--- src/rtl/riscv_ctrl_pkg.sv ---
// Shared control-bundle types, opcode/ALUOp/forward-select encodings and small helpers
// for the ID->EX->MEM->WB control pipeline.
package riscv_ctrl_pkg;

  localparam int unsigned REG_ADDR_W = 5;
  localparam int unsigned ALUOP_W    = 2;
  localparam int unsigned FWD_W      = 2;
  localparam int unsigned OPC_W      = 7;

  localparam logic [OPC_W-1:0] OPC_RTYPE  = 7'b0110011;
  localparam logic [OPC_W-1:0] OPC_ITYPE  = 7'b0010011;
  localparam logic [OPC_W-1:0] OPC_LOAD   = 7'b0000011;
  localparam logic [OPC_W-1:0] OPC_STORE  = 7'b0100011;
  localparam logic [OPC_W-1:0] OPC_BRANCH = 7'b1100011;
  localparam logic [OPC_W-1:0] OPC_LUI    = 7'b0110111;

  localparam logic [ALUOP_W-1:0] ALUOP_MEM    = 2'b00;
  localparam logic [ALUOP_W-1:0] ALUOP_BRANCH = 2'b01;
  localparam logic [ALUOP_W-1:0] ALUOP_ARITH  = 2'b10;
  localparam logic [ALUOP_W-1:0] ALUOP_LUI    = 2'b11;

  localparam logic [FWD_W-1:0] FWD_NONE = 2'b00;
  localparam logic [FWD_W-1:0] FWD_MEM  = 2'b10;
  localparam logic [FWD_W-1:0] FWD_WB   = 2'b01;

  typedef struct packed {
    logic               alusrc;
    logic [ALUOP_W-1:0] aluop;
    logic               branch;
    logic               memread;
    logic               memwrite;
    logic               memtoreg;
    logic               regwrite;
  } ctrl_t;

  typedef struct packed {
    logic                  valid;
    ctrl_t                 ctrl;
    logic [REG_ADDR_W-1:0] rs1;
    logic [REG_ADDR_W-1:0] rs2;
    logic [REG_ADDR_W-1:0] rd;
  } stage_t;

  // Register-immediate ALU ops ignore rs2; stores and branches still read it.
  function automatic logic uses_rs2(input ctrl_t c);
    return !c.alusrc | c.memwrite | c.branch;
  endfunction

  function automatic ctrl_t decode(input logic [OPC_W-1:0] opcode);
    ctrl_t c;
    c = '0;
    case (opcode)
      OPC_RTYPE:  begin c.aluop = ALUOP_ARITH; c.regwrite = 1'b1; end
      OPC_ITYPE:  begin c.alusrc = 1'b1; c.aluop = ALUOP_ARITH; c.regwrite = 1'b1; end
      OPC_LOAD:   begin
        c.alusrc = 1'b1; c.aluop = ALUOP_MEM; c.memread = 1'b1;
        c.memtoreg = 1'b1; c.regwrite = 1'b1;
      end
      OPC_STORE:  begin c.alusrc = 1'b1; c.aluop = ALUOP_MEM; c.memwrite = 1'b1; end
      OPC_BRANCH: begin c.aluop = ALUOP_BRANCH; c.branch = 1'b1; end
      OPC_LUI:    begin c.alusrc = 1'b1; c.aluop = ALUOP_LUI; c.regwrite = 1'b1; end
      default:    c = '0;
    endcase
    return c;
  endfunction

endpackage

--- src/rtl/ctrl_pipeline_if.sv ---
// Decoder-side inputs and per-stage control outputs of the control pipeline.
interface ctrl_pipeline_if;
  import riscv_ctrl_pkg::*;

  logic                  id_valid;
  logic                  id_alusrc;
  logic                  id_memtoreg;
  logic                  id_regwrite;
  logic                  id_memread;
  logic                  id_memwrite;
  logic                  id_branch;
  logic [ALUOP_W-1:0]    id_aluop;
  logic [REG_ADDR_W-1:0] id_rs1;
  logic [REG_ADDR_W-1:0] id_rs2;
  logic [REG_ADDR_W-1:0] id_rd;
  logic                  ex_branch_taken;

  logic                  stall;
  logic                  flush;
  logic                  ex_alusrc;
  logic [ALUOP_W-1:0]    ex_aluop;
  logic                  ex_branch;
  logic                  ex_memread;
  logic                  ex_memwrite;
  logic                  ex_memtoreg;
  logic                  ex_regwrite;
  logic [REG_ADDR_W-1:0] ex_rd;
  logic                  mem_memread;
  logic                  mem_memwrite;
  logic                  mem_memtoreg;
  logic                  mem_regwrite;
  logic [REG_ADDR_W-1:0] mem_rd;
  logic                  wb_memtoreg;
  logic                  wb_regwrite;
  logic [REG_ADDR_W-1:0] wb_rd;
  logic [FWD_W-1:0]      fwd_a;
  logic [FWD_W-1:0]      fwd_b;

  modport master (
    output id_valid, id_alusrc, id_memtoreg, id_regwrite, id_memread, id_memwrite,
           id_branch, id_aluop, id_rs1, id_rs2, id_rd, ex_branch_taken,
    input  stall, flush, ex_alusrc, ex_aluop, ex_branch, ex_memread, ex_memwrite,
           ex_memtoreg, ex_regwrite, ex_rd, mem_memread, mem_memwrite, mem_memtoreg,
           mem_regwrite, mem_rd, wb_memtoreg, wb_regwrite, wb_rd, fwd_a, fwd_b
  );

  modport slave (
    input  id_valid, id_alusrc, id_memtoreg, id_regwrite, id_memread, id_memwrite,
           id_branch, id_aluop, id_rs1, id_rs2, id_rd, ex_branch_taken,
    output stall, flush, ex_alusrc, ex_aluop, ex_branch, ex_memread, ex_memwrite,
           ex_memtoreg, ex_regwrite, ex_rd, mem_memread, mem_memwrite, mem_memtoreg,
           mem_regwrite, mem_rd, wb_memtoreg, wb_regwrite, wb_rd, fwd_a, fwd_b
  );

endinterface

--- src/rtl/ctrl_stage_reg.sv ---
// One pipeline register for the control bundle; a bubble or invalid input stores all zeros
// so an empty stage presents inactive controls and rd=0.
module ctrl_stage_reg
  import riscv_ctrl_pkg::*;
(
  input  logic   clk,
  input  logic   reset,
  input  logic   bubble,
  input  stage_t d,
  output stage_t q
);

  always_ff @(posedge clk) begin
    if (reset || bubble || !d.valid) begin
      q <= '0;
    end else begin
      q <= d;
    end
  end

endmodule

--- src/rtl/ctrl_pipeline.sv ---
// Control pipeline from ID to WB with load-use stall, taken-branch flush and
// EX-stage operand forwarding selects.
module ctrl_pipeline
  import riscv_ctrl_pkg::*;
(
  input  logic            clk,
  input  logic            reset,
  ctrl_pipeline_if.slave  bus
);

  stage_t id_s;
  stage_t ex_q;
  stage_t mem_q;
  stage_t wb_q;

  logic             stall_c;
  logic             flush_c;
  logic [FWD_W-1:0] fwd_a_c;
  logic [FWD_W-1:0] fwd_b_c;
  logic             mem_fwd_ok;
  logic             wb_fwd_ok;
  logic             unused_fields;

  assign id_s = '{
    valid: bus.id_valid,
    ctrl:  '{alusrc:   bus.id_alusrc,
             aluop:    bus.id_aluop,
             branch:   bus.id_branch,
             memread:  bus.id_memread,
             memwrite: bus.id_memwrite,
             memtoreg: bus.id_memtoreg,
             regwrite: bus.id_regwrite},
    rs1:   bus.id_rs1,
    rs2:   bus.id_rs2,
    rd:    bus.id_rd
  };

  // A stage may forward only if it really writes a non-x0 register.
  assign mem_fwd_ok = mem_q.valid & mem_q.ctrl.regwrite & (mem_q.rd != '0);
  assign wb_fwd_ok  = wb_q.valid & wb_q.ctrl.regwrite & (wb_q.rd != '0);

  function automatic logic [FWD_W-1:0] fwd_sel(
    input logic [REG_ADDR_W-1:0] rs,
    input logic                  mem_ok,
    input logic [REG_ADDR_W-1:0] mem_rd,
    input logic                  wb_ok,
    input logic [REG_ADDR_W-1:0] wb_rd
  );
    if (mem_ok && (mem_rd == rs)) return FWD_MEM;
    if (wb_ok && (wb_rd == rs))   return FWD_WB;
    return FWD_NONE;
  endfunction

  // Hazard and forwarding decisions; flush overrides stall since the ID op is squashed.
  always_comb begin
    stall_c = 1'b0;
    flush_c = 1'b0;
    fwd_a_c = FWD_NONE;
    fwd_b_c = FWD_NONE;
    if (!reset) begin
      flush_c = ex_q.valid & ex_q.ctrl.branch & bus.ex_branch_taken;
      stall_c = bus.id_valid & ex_q.valid & ex_q.ctrl.memread & (ex_q.rd != '0) &
                ((ex_q.rd == id_s.rs1) | (uses_rs2(id_s.ctrl) & (ex_q.rd == id_s.rs2))) &
                !flush_c;
      fwd_a_c = fwd_sel(ex_q.rs1, mem_fwd_ok, mem_q.rd, wb_fwd_ok, wb_q.rd);
      if (uses_rs2(ex_q.ctrl)) begin
        fwd_b_c = fwd_sel(ex_q.rs2, mem_fwd_ok, mem_q.rd, wb_fwd_ok, wb_q.rd);
      end
    end
  end

  ctrl_stage_reg u_ex (
    .clk    (clk),
    .reset  (reset),
    .bubble (stall_c | flush_c),
    .d      (id_s),
    .q      (ex_q)
  );

  ctrl_stage_reg u_mem (
    .clk    (clk),
    .reset  (reset),
    .bubble (1'b0),
    .d      (ex_q),
    .q      (mem_q)
  );

  ctrl_stage_reg u_wb (
    .clk    (clk),
    .reset  (reset),
    .bubble (1'b0),
    .d      (mem_q),
    .q      (wb_q)
  );

  assign bus.stall = stall_c;
  assign bus.flush = flush_c;
  assign bus.fwd_a = fwd_a_c;
  assign bus.fwd_b = fwd_b_c;

  assign bus.ex_alusrc   = ex_q.ctrl.alusrc;
  assign bus.ex_aluop    = ex_q.ctrl.aluop;
  assign bus.ex_branch   = ex_q.ctrl.branch;
  assign bus.ex_memread  = ex_q.ctrl.memread;
  assign bus.ex_memwrite = ex_q.ctrl.memwrite;
  assign bus.ex_memtoreg = ex_q.ctrl.memtoreg;
  assign bus.ex_regwrite = ex_q.ctrl.regwrite;
  assign bus.ex_rd       = ex_q.rd;

  assign bus.mem_memread  = mem_q.ctrl.memread;
  assign bus.mem_memwrite = mem_q.ctrl.memwrite;
  assign bus.mem_memtoreg = mem_q.ctrl.memtoreg;
  assign bus.mem_regwrite = mem_q.ctrl.regwrite;
  assign bus.mem_rd       = mem_q.rd;

  assign bus.wb_memtoreg = wb_q.ctrl.memtoreg;
  assign bus.wb_regwrite = wb_q.ctrl.regwrite;
  assign bus.wb_rd       = wb_q.rd;

  // Fields carried down the pipe that later stages have no consumer for.
  assign unused_fields = ^{mem_q.rs1, mem_q.rs2, mem_q.ctrl.alusrc, mem_q.ctrl.aluop,
                           mem_q.ctrl.branch, wb_q.rs1, wb_q.rs2, wb_q.ctrl.alusrc,
                           wb_q.ctrl.aluop, wb_q.ctrl.branch, wb_q.ctrl.memread,
                           wb_q.ctrl.memwrite};

endmodule

--- src/flat_wrapper.sv ---
// flat-port wrapper written by rule: the top's interface ports become plain ports
module ctrl_pipeline_flat import riscv_ctrl_pkg::*;
  (clk, reset, bus_id_valid, bus_id_alusrc, bus_id_memtoreg, bus_id_regwrite, bus_id_memread, bus_id_memwrite, bus_id_branch, bus_id_aluop, bus_id_rs1, bus_id_rs2, bus_id_rd, bus_ex_branch_taken, bus_stall, bus_flush, bus_ex_alusrc, bus_ex_aluop, bus_ex_branch, bus_ex_memread, bus_ex_memwrite, bus_ex_memtoreg, bus_ex_regwrite, bus_ex_rd, bus_mem_memread, bus_mem_memwrite, bus_mem_memtoreg, bus_mem_regwrite, bus_mem_rd, bus_wb_memtoreg, bus_wb_regwrite, bus_wb_rd, bus_fwd_a, bus_fwd_b);
  ctrl_pipeline_if bus_i ();
  input  logic clk;
  input  logic reset;
  input wire logic [$bits(bus_i.id_valid)-1:0] bus_id_valid;
  input wire logic [$bits(bus_i.id_alusrc)-1:0] bus_id_alusrc;
  input wire logic [$bits(bus_i.id_memtoreg)-1:0] bus_id_memtoreg;
  input wire logic [$bits(bus_i.id_regwrite)-1:0] bus_id_regwrite;
  input wire logic [$bits(bus_i.id_memread)-1:0] bus_id_memread;
  input wire logic [$bits(bus_i.id_memwrite)-1:0] bus_id_memwrite;
  input wire logic [$bits(bus_i.id_branch)-1:0] bus_id_branch;
  input wire logic [$bits(bus_i.id_aluop)-1:0] bus_id_aluop;
  input wire logic [$bits(bus_i.id_rs1)-1:0] bus_id_rs1;
  input wire logic [$bits(bus_i.id_rs2)-1:0] bus_id_rs2;
  input wire logic [$bits(bus_i.id_rd)-1:0] bus_id_rd;
  input wire logic [$bits(bus_i.ex_branch_taken)-1:0] bus_ex_branch_taken;
  output wire logic [$bits(bus_i.stall)-1:0] bus_stall;
  output wire logic [$bits(bus_i.flush)-1:0] bus_flush;
  output wire logic [$bits(bus_i.ex_alusrc)-1:0] bus_ex_alusrc;
  output wire logic [$bits(bus_i.ex_aluop)-1:0] bus_ex_aluop;
  output wire logic [$bits(bus_i.ex_branch)-1:0] bus_ex_branch;
  output wire logic [$bits(bus_i.ex_memread)-1:0] bus_ex_memread;
  output wire logic [$bits(bus_i.ex_memwrite)-1:0] bus_ex_memwrite;
  output wire logic [$bits(bus_i.ex_memtoreg)-1:0] bus_ex_memtoreg;
  output wire logic [$bits(bus_i.ex_regwrite)-1:0] bus_ex_regwrite;
  output wire logic [$bits(bus_i.ex_rd)-1:0] bus_ex_rd;
  output wire logic [$bits(bus_i.mem_memread)-1:0] bus_mem_memread;
  output wire logic [$bits(bus_i.mem_memwrite)-1:0] bus_mem_memwrite;
  output wire logic [$bits(bus_i.mem_memtoreg)-1:0] bus_mem_memtoreg;
  output wire logic [$bits(bus_i.mem_regwrite)-1:0] bus_mem_regwrite;
  output wire logic [$bits(bus_i.mem_rd)-1:0] bus_mem_rd;
  output wire logic [$bits(bus_i.wb_memtoreg)-1:0] bus_wb_memtoreg;
  output wire logic [$bits(bus_i.wb_regwrite)-1:0] bus_wb_regwrite;
  output wire logic [$bits(bus_i.wb_rd)-1:0] bus_wb_rd;
  output wire logic [$bits(bus_i.fwd_a)-1:0] bus_fwd_a;
  output wire logic [$bits(bus_i.fwd_b)-1:0] bus_fwd_b;
  assign bus_i.id_valid = bus_id_valid;
  assign bus_i.id_alusrc = bus_id_alusrc;
  assign bus_i.id_memtoreg = bus_id_memtoreg;
  assign bus_i.id_regwrite = bus_id_regwrite;
  assign bus_i.id_memread = bus_id_memread;
  assign bus_i.id_memwrite = bus_id_memwrite;
  assign bus_i.id_branch = bus_id_branch;
  assign bus_i.id_aluop = bus_id_aluop;
  assign bus_i.id_rs1 = bus_id_rs1;
  assign bus_i.id_rs2 = bus_id_rs2;
  assign bus_i.id_rd = bus_id_rd;
  assign bus_i.ex_branch_taken = bus_ex_branch_taken;
  assign bus_stall = bus_i.stall;
  assign bus_flush = bus_i.flush;
  assign bus_ex_alusrc = bus_i.ex_alusrc;
  assign bus_ex_aluop = bus_i.ex_aluop;
  assign bus_ex_branch = bus_i.ex_branch;
  assign bus_ex_memread = bus_i.ex_memread;
  assign bus_ex_memwrite = bus_i.ex_memwrite;
  assign bus_ex_memtoreg = bus_i.ex_memtoreg;
  assign bus_ex_regwrite = bus_i.ex_regwrite;
  assign bus_ex_rd = bus_i.ex_rd;
  assign bus_mem_memread = bus_i.mem_memread;
  assign bus_mem_memwrite = bus_i.mem_memwrite;
  assign bus_mem_memtoreg = bus_i.mem_memtoreg;
  assign bus_mem_regwrite = bus_i.mem_regwrite;
  assign bus_mem_rd = bus_i.mem_rd;
  assign bus_wb_memtoreg = bus_i.wb_memtoreg;
  assign bus_wb_regwrite = bus_i.wb_regwrite;
  assign bus_wb_rd = bus_i.wb_rd;
  assign bus_fwd_a = bus_i.fwd_a;
  assign bus_fwd_b = bus_i.fwd_b;
  ctrl_pipeline u_core (.clk(clk), .reset(reset), .bus(bus_i));
endmodule
--- config.mk ---
export PLATFORM = sky130hd
export DESIGN_NAME = ctrl_pipeline_flat
export DESIGN_NICKNAME = d
export VERILOG_FILES = /design/src/rtl/riscv_ctrl_pkg.sv /design/src/rtl/ctrl_pipeline_if.sv /design/src/rtl/ctrl_stage_reg.sv /design/src/rtl/ctrl_pipeline.sv /design/src/flat_wrapper.sv
export SDC_FILE = /design/constraint.sdc
export NUM_CORES = 1
export LEC_CHECK = 0
export CAP_MARGIN = 25
export CORE_MARGIN = 3
export CORE_UTILIZATION = 49
export CTS_CLUSTER_DIAMETER = 120
export DETAILED_ROUTE_END_ITERATION = 8
export PLACE_DENSITY = 0.85
export SYNTH_ARGS = -nofsm -noshare
export SYNTH_HDL_FRONTEND = slang
export SYNTH_SLANG_ARGS = --single-unit
--- constraint.sdc ---
create_clock -name clk -period 3.4 [get_ports clk]
set_input_delay 0.51 -clock clk [delete_from_list [all_inputs] [get_ports clk]]
set_output_delay 0.51 -clock clk [all_outputs]
set_load 0.01 [all_outputs]
==> impl_metrics.yaml <==
sta:
  post-route-period-util: 0.8449
  fin_skew_ps: 6.181
  slew_headroom: 0.5977
  fin_setup_tns_ps: 0
  post-route-min-period_ps: 2873
  setup_viol: 0
  holdWs_ps: 461.9
  maxSlewViolCount: 0
  tightest_slew_ps: 602.0
  rsz0062_at_grt: "no"
  fmax_mhz: 348.1
  hold_viol_final: 0
hold_path:
  hold_class: "reg -> reg"
  min_to: "u_core.u_mem.q[16]$_SDFF_PP0_"
  hp-start: "u_core.u_ex.q[16]$_SDFF_PP0_"
  min_path_cells: 1
placed_design:
  place_area_um2: 2405
  io_buffer_count: 61
  gp_congestion: 0.8403
  dp_hpwl_um: 3065
synth:
  yosysSeqAreaShare: 0.4501
  ys_ff_latch: 42
  synth_area_leaders: "dfxtp_1, xnor2_1, buf_4"
  synth_compound_area_frac: 0.1286
  synthAdderAreaFrac: 0
  synth_area_per_cell_um2: 9.729
  yosysTopAreaCellShare: 0.4501
  muxShareOfSynthArea: 0
  netlist_area_um2: 1868
  synth_top_family_by_area: "simple AND/OR/NAND/NOR gates"
  yosysUniqueCellTypes: 29
  synth-xor-area-share: 0.1407
  synth_fp_nets: 219
  yosys_warnings: 0
  synth-simple-area-share: 0.1648
  synth_top_area_cell: "dfxtp_1"
  synth_cells: 192
cells_and_area:
  drive_above_1_share: 0.09167
  finalNetCount: 266
  syn_to_final_growth_pct: 34.56
  multi_input_area_um2: 817.0
  fillers: 271
  mostFrequentLayoutCell: "clkdlybuf4s50_1"
  regArea_um2: 840.8
  layout_common_cells: "clkdlybuf4s50_1, dfxtp_1, xnor2_1"
  diodes: 0
  fin_util: 0.7193
  stdcell_area_um2: 2514
route:
  wl_per_cell_um: 13.66
  drc_errors: 0
  wirelength_um: 3908
  drt_iter0_markers: 52
  via_count: 1414
  postRouteAntennaNets: 0
  vias_per_cell: 4.944
  drtPass1Iterations: 4
power_and_ir_drop:
  p_leak_nw: 0.9972
  p_per_area_nw_per_um2: 402.3
  ir_drop_v: 0.0003268
clock_tree:
  cts_buffer_depth: 2
  post_cts_buffers: 0
  postCtsHoldBufs: 0
  htree_num_levels: 2
  ctsRootBufferMaster: "clkbuf_8"
  tritoncts: "done"
  cts_resized: 0
  clkLatencyLatePin_ps: 300
  cts_buffers: 5
  clk_pin_slew_ps: 80
  cts.sinks: 42
setup_path:
  critPathMaxFanout: 8
  end_kind: "output pin"
  crit_type: "in -> out"
  reg2reg_from: "u_core.u_ex.q[0]$_SDFF_PP0_"
  r2r.worst_path.cells: 4
  crit_required_ps: 2890
  worstReg2RegEnd: "u_core.u_ex.q[6]$_SDFF_PP0_"
  cp_data_arrival_time_ps: 2360
  startpoint_type: "primary input"
  r2r_setup_slack_ps: 1610
global_routing:
  grt_max_degree: 25
  grt_first_pass_wirelength_um: 6423
  grt_usage: 0.1901
  grt_pass1_vias: 1368
  antenna_found_initial: 0
  gr-total-overflow: 0
die:
  num_io_pins: 62
  row_count: 21
  die_w_um: 67.75
  core_um2: 3495
  die_y_um: 67.75
  die-area_um2: 4589
  initial_core_util: 0.5346
run_status:
  status: "finished, final reports clean"
flow_run:
  maxCapViolations: 0
-- Yosys cell counts --
library cell / number
dfxtp_1: 42
or4_1: 5
nand4_1: 2
xor2_1: 8
nor3b_1: 2
a211oi_1: 5
a211oi_2: 8
nor2_1: 1
nand2_1: 4
buf_1: 1
a31oi_1: 1
o22ai_1: 1
inv_1: 13
buf_2: 2
xnor2_1: 22
clkbuf_1: 4
a21oi_1: 11
nor4_1: 3
and3_1: 1
o2111a_2: 1
buf_4: 17
and4b_1: 1
nor2b_1: 3
nand3_1: 14
and2_1: 16
o21bai_1: 1
o211ai_1: 1
o31ai_1: 1
buf_6: 1
-- kinds of logic (layout without fill, tap and decap cells) --
group	count (synthesis)	in the layout
AOI/OAI and AO/OA	30	30
xor gates and xnor gates	30	30
buffers and inverters	38	86
DFF	42	42
and+or+nand+nor	52	52
-- per-stage QoR --
stage / total power [mW] / setup slack [ps] / instances
4_1_cts: 1.018 / 527.2 / 286
3_5_place_dp: 0.6407 / 528.2 / 278
6_report: 1.011 / 527.2 / 286
2_1_floorplan: 0.5841 / 1331 / 192
3_3_place_gp: 0.6397 / 549.7 / 278
5_1_grt: 1.053 / 433.9 / 286
-- per-layer routing --
metal / routed length [um] / vias to the layer above / GRT usage / share of wire
met5: 0 / - / 0 / 0
met4: 57 / 0 / 0.05570 / 0.015
met3: 317 / 6 / 0.08486 / 0.081
met2: 1916 / 47 / 0.3196 / 0.49
met1: 1616 / 635 / 0.2155 / 0.41
li1: - / 726 / - / -
-- final cells by class --
class	count	share of cell area
sequential	42	0.3345
clock inverter	3	0.01593
multi-input combinational	112	0.3250
tap	46	0.02290
clock buffer	5	0.02738
timing repair buffer	65	0.2549
inverter	13	0.01941
-- worst max-delay path by stage --
stage                                       from            to  slack (ps)  cells past startpoint
floorplan                          bus_id_rs2[1]     bus_stall        1330                      5
global placement                           reset  bus_fwd_b[0]         550                      4
detailed placement                         reset  bus_fwd_b[0]         530                      4
CTS                                        reset  bus_fwd_b[0]         530                      4
global route        u_core.u_mem.q[0]$_SDFF_PP0_  bus_fwd_b[0]         430                      5
finish                                     reset  bus_fwd_b[0]         530                      4
-- state kept, by name, indices dropped and copies added (netlist names) --
name            count
u_core.u_ex.q      24
u_core.u_mem.q     10
u_core.u_wb.q       8
-- power breakdown --
part           switching [mW]  leakage (nW)  internal (mW)
sequential             0.0125         0.343          0.505
combinational          0.0446         0.597         0.0662
clock                   0.167        0.0579          0.216
-- worst max-delay path, cell delays in order --
cell and delay (ps):
clkdlybuf4s50_1 550, or4_1 560, nor4_1 170, clkdlybuf4s50_1 570
(Power assumes the default switching activity.)
